==> src/rtl/edge_event_arbiter.sv <==
// edge_event_arbiter: per-channel edge capture with pending bits,
// round-robin grant onto one registered valid/ready event port.
module edge_event_arbiter #(
  parameter int N_CH = 4,
  parameter int CH_W = 2
) (
  input  logic            clk,
  input  logic            rst_n,
  input  logic [N_CH-1:0] sig_in,
  input  logic [N_CH-1:0] rise_en,
  input  logic [N_CH-1:0] fall_en,
  output logic            evt_valid,
  input  logic            evt_ready,
  output logic [CH_W-1:0] evt_ch,
  output logic            evt_rise,
  output logic [N_CH-1:0] ovf,
  input  logic            ovf_clr
);

  logic [N_CH-1:0] s1, s2, sd;
  logic [N_CH-1:0] pr, pf;
  logic [N_CH-1:0] rise_det, fall_det, req;
  logic [N_CH-1:0] clr_r, clr_f;
  logic [N_CH-1:0] pr_nxt, pf_nxt, ovf_set;
  logic [CH_W-1:0] last, gnt;
  logic [CH_W:0]   j;
  logic            found, gnt_rise, load;

  assign rise_det = s2 & ~sd & rise_en;
  assign fall_det = ~s2 & sd & fall_en;
  assign req      = pr | pf;
  assign load     = ~evt_valid | evt_ready;

  // search upward from the channel after last, wrapping once
  always_comb begin
    found = 1'b0;
    gnt   = last;
    j     = '0;
    for (int i = 1; i <= N_CH; i++) begin
      j = {1'b0, last} + (CH_W+1)'(i);
      if (j >= (CH_W+1)'(N_CH))
        j = j - (CH_W+1)'(N_CH);
      if (!found && req[j[CH_W-1:0]]) begin
        found = 1'b1;
        gnt   = j[CH_W-1:0];
      end
    end
  end

  // pick the older edge type and derive pending/overflow updates
  always_comb begin
    gnt_rise = pr[gnt] & (~pf[gnt] | ~s2[gnt]);
    clr_r    = '0;
    clr_f    = '0;
    if (load && found) begin
      if (gnt_rise)
        clr_r[gnt] = 1'b1;
      else
        clr_f[gnt] = 1'b1;
    end
    pr_nxt  = (pr & ~clr_r) | rise_det;
    pf_nxt  = (pf & ~clr_f) | fall_det;
    ovf_set = (rise_det & pr & ~clr_r)
            | (fall_det & pf & ~clr_f);
  end

  // two-flop synchronizer plus delay flop for edge detection
  always_ff @(posedge clk or negedge rst_n) begin
    if (!rst_n) begin
      s1 <= '0;
      s2 <= '0;
      sd <= '0;
    end else begin
      s1 <= sig_in;
      s2 <= s1;
      sd <= s2;
    end
  end

  // pending bits and sticky overflow; a new set beats a clear
  always_ff @(posedge clk or negedge rst_n) begin
    if (!rst_n) begin
      pr  <= '0;
      pf  <= '0;
      ovf <= '0;
    end else begin
      pr  <= pr_nxt;
      pf  <= pf_nxt;
      ovf <= (ovf & {N_CH{~ovf_clr}}) | ovf_set;
    end
  end

  // registered event port; payload only moves when the port is free
  always_ff @(posedge clk or negedge rst_n) begin
    if (!rst_n) begin
      evt_valid <= 1'b0;
      evt_ch    <= '0;
      evt_rise  <= 1'b0;
      last      <= CH_W'(N_CH - 1);
    end else if (load) begin
      evt_valid <= found;
      if (found) begin
        evt_ch   <= gnt;
        evt_rise <= gnt_rise;
        last     <= gnt;
      end
    end
  end

endmodule

==> config.mk <==
export PLATFORM = sky130hd
export DESIGN_NAME = edge_event_arbiter
export DESIGN_NICKNAME = d
export VERILOG_FILES = /design/src/rtl/edge_event_arbiter.sv
export SDC_FILE = /design/constraint.sdc
export NUM_CORES = 1
export LEC_CHECK = 0
export BUFFER_PORTS_ARGS = -buffer_cell sky130_fd_sc_hd__buf_4
export CORE_AREA = 2 2 52 54
export CTS_CLUSTER_SIZE = 16
export DETAILED_ROUTE_END_ITERATION = 10
export DIE_AREA = 0 0 54 56
export GPL_TIMING_DRIVEN = 0
export PLACE_DENSITY_LB_ADDON = 0.1
export SETUP_SLACK_MARGIN = 0.02
export SKIP_LAST_GASP = 1
export SLEW_MARGIN = 40
export SYNTH_ARGS = -nofsm -noshare
export SYNTH_HDL_FRONTEND = slang
export SYNTH_SLANG_ARGS = --single-unit
==> constraint.sdc <==
create_clock -name clk -period 5.62 [get_ports clk]
set_input_delay 1.124 -clock clk [delete_from_list [all_inputs] [get_ports clk]]
set_output_delay 1.124 -clock clk [all_outputs]
set_load 0.02 [all_outputs]
==> flow_summary_export.csv <==
group,metric,value,unit
placement,io_buffers,23,
timing,clock.fmax,429.2,MHz
yosys,syn_area,0.001348,mm^2
cts,cts.sinks,30,
placement,place_ws,2.761,ns
power,clock_power_share,15.9,%
yosys,yosysSeqAreaShare,55.90,%
detailed_routing,dr.first_iter.drc_count,33,
yosys,ys_seq_elements,30,
detailed_routing,viasPerCell,6.032,
timing,fin_crit,2.330,ns
power,powerDensity,512.8,mW/mm^2
yosys,ys_async_sr_fraction,100.0,%
timing,max-slew-margin-rel,45.83,%
detailed_routing,drtAntennaViolNets,0,
global_route,grt_pass1_wl,4629,um
cts,insertion_delay,0.33,ns
yosys,synth_warnings,0,
yosys,synthTopCellsByCount,"dfrtp_1, nand2_1, nor2_1",
critical_path,cp_cell_sequence,"buf_4 > and2b_1 > o21bai_2 > nor4_4 > nand4_1 > a32o_1",
yosys,yosysTopAreaCellShare,52.00,%
critical_path,crit_family,"simple AND/OR/NAND/NOR gates",
timing,rsz0062_at_grt,"no",
timing,setup_viol_count_final,0,
critical_path,required,5.83,ns
yosys,synth_area_leaders,"dfrtp_1, nand2_1, dfstp_2",
timing,fin_skew,0.006503,ns
cts,ctsRootBufferMaster,"clkbuf_4",
yosys,yosysTopAreaCell,"dfrtp_1",
placement,dp_hpwl,2033,um
die,initial_utilization,55.40,%
cts,h-tree-depth,2,
power,swShare,40.25,%
critical_path,crit_buf_inv,1,
placement,dpl_cell_area,0.001564,mm^2
timing,slew_viol_final,0,
yosys,synth_flop_cell,"dfrtp_1",
die,core,0.002432,mm^2
cts,cts_tree,"built",
yosys,netlist_instances,125,
critical_path,slowest_delay,0.43,ns
power,peakVddDrop,312.5,uV
finish,fin_nets,171,
detailed_routing,routedWlPerCell,15.35,um
detailed_routing,num_vias,1122,
critical_path,worstPathArrival,2.54,ns
cts,cts-buffers-inserted,5,
timing,finalWorstSetupSlack,3.290,ns
die,rows,18,
power,p_leak,0.7573,nW
critical_path,critical-path-slowest-cell,"nor4_4",
global_route,grt_max_degree,31,
cts,postCtsHoldBufs,0,
yosys,syn_area_per_cell,10.78,um^2
global_route,grt-ovfl-total,0,
global_route,grt_usage,21.44,%
cts,post_cts_buffers,0,
cts,postCtsResizedCells,0,
yosys,yosysMostFrequentCell,"dfrtp_1",
timing,finalCritPeriodShare,41.46,%
die,dieWidth,54,um
critical_path,end_kind,"flop",
detailed_routing,routed_wl,2855,um
die,dieArea,0.003024,mm^2
finish,drive_gt1_share,26.92,%
finish,final_cell_area,0.001633,mm^2
finish,n_antenna_cell,0,
power,p_comb_share,41.2,%
global_route,grt_pass1_vias,1077,
yosys,synth_fp_nets,141,
power,internal-power,0.5003,mW
detailed_routing,dr.pass1.iters,4,
flow_run,drv_cap,0,
detailed_routing,drc_errors,0,
worst_hold_path,min_path_type,"reg2reg",
critical_path,startpoint_type,"input pin",
power,p_sw,0.3370,mW
yosys,synth_edf_count,0,
yosys,synth_cell_types,42,
finish,syn2layout_area_growth,21.17,%
timing,hold_viol,0,
die,die_h,56,um
die,io_pins,24,
placement,place_congestion,0.8812,
run_status,status,"finished clean",
cts,ctsLongestPathBuffers,2,
timing,tightestPinTransition,0.8064,ns
power,pwr-share-seq,42.9,%
critical_path,critPathKind,"in2reg",
timing,setup_tns,0,ns
global_route,antenna_found_initial,0,
cts,clkTransAtPathRegs,0.09,ns
critical_path,crit_path_max_fanout,10,
-- placed cells by master, fill, tap and decap left out, types with 4 or more instances in the layout --
master / synthesis / final
buf_4: 0 / 23
dfrtp_1: 28 / 28
nor2_1: 10 / 10
inv_1: 7 / 7
nand3b_1: 4 / 4
o21ai_0: 5 / 5
o21bai_1: 4 / 4
a21o_1: 4 / 4
clkbuf_4: 0 / 5
nand2_1: 16 / 16
-- cells by family (layout without fill, tap and decap cells) --
logic type	Yosys count	after routing	share of synthesized area [%]
buf+inv	8	39	2.786
compound gates	36	36	20.34
flops	30	30	55.90
mux	1	1	0.8356
simple gates	50	50	20.15
-- flip-flops by register name, indices dropped and copies added (netlist names) --
| name | flops |
|---|---|
| evt_ch | 2 |
| evt_rise | 1 |
| evt_valid | 1 |
| last | 2 |
| ovf | 4 |
| pf | 4 |
| pr | 4 |
| s1 | 4 |
| s2 | 4 |
| sd | 4 |
-- power groups by stage --
stage               Clock [mW]  Sequential [mW]  Combinational, mW
finish                   0.133            0.359              0.345
global placement             0            0.355              0.325
CTS                      0.138            0.355              0.339
floorplan                    0            0.368              0.214
global route             0.148            0.368              0.377
detailed placement           0            0.360              0.338
-- metrics by stage --
step | total power [mW] | utilization (%) | cells | hold WS [ns]
after detailed placement | 0.6975 | 64.30 | 178 | 0.3395
final | 0.8372 | 67.13 | 186 | 0.3614
after global routing | 0.8929 | 67.13 | 186 | 0.3718
after floorplan | 0.5824 | - | 125 | 0.3312
after global placement | 0.6795 | 64.04 | 178 | 0.3337
after CTS | 0.8325 | 66.77 | 186 | 0.3656
-- area by class of cell --
type / instances / area [um^2]
buffer: 1 / 11.26
fill: 194 / 799.5
clock inverter: 1 / 5.005
timing repair buffer: 23 / 172.7
clock buffer: 7 / 55.05
multi-input combinational: 87 / 571.8
tap: 30 / 37.54
inverter: 7 / 26.28
sequential: 30 / 753.2
-- worst paths after layout --
kind	start	end	slack [ns]	depth (start not counted)
max in group asynchronous	rst_n	last[0]	4.60	1
worst min register to register	s1[3]	s2[3]	0.36	0
worst max register to register	pr[3]	pr[1]	3.32	6
worst min-delay path	s1[3]	s2[3]	0.36	0
min in group asynchronous	rst_n	sd[1]	0.70	1
worst max-delay path	evt_ready	pr[2]	3.29	6
-- layer usage --
layer / routed length (um) / global-route usage, % / vias up / share of wire, %
met4: 43 / 7.857 / 0 / 1.5
met3: 211 / 8.065 / 5 / 7.4
met5: 0 / 0 / - / 0
met2: 1392 / 32.75 / 44 / 49
met1: 1207 / 27.29 / 544 / 42
li1: - / - / 529 / -
No activity file was read; power rests on OpenSTA's default activity.
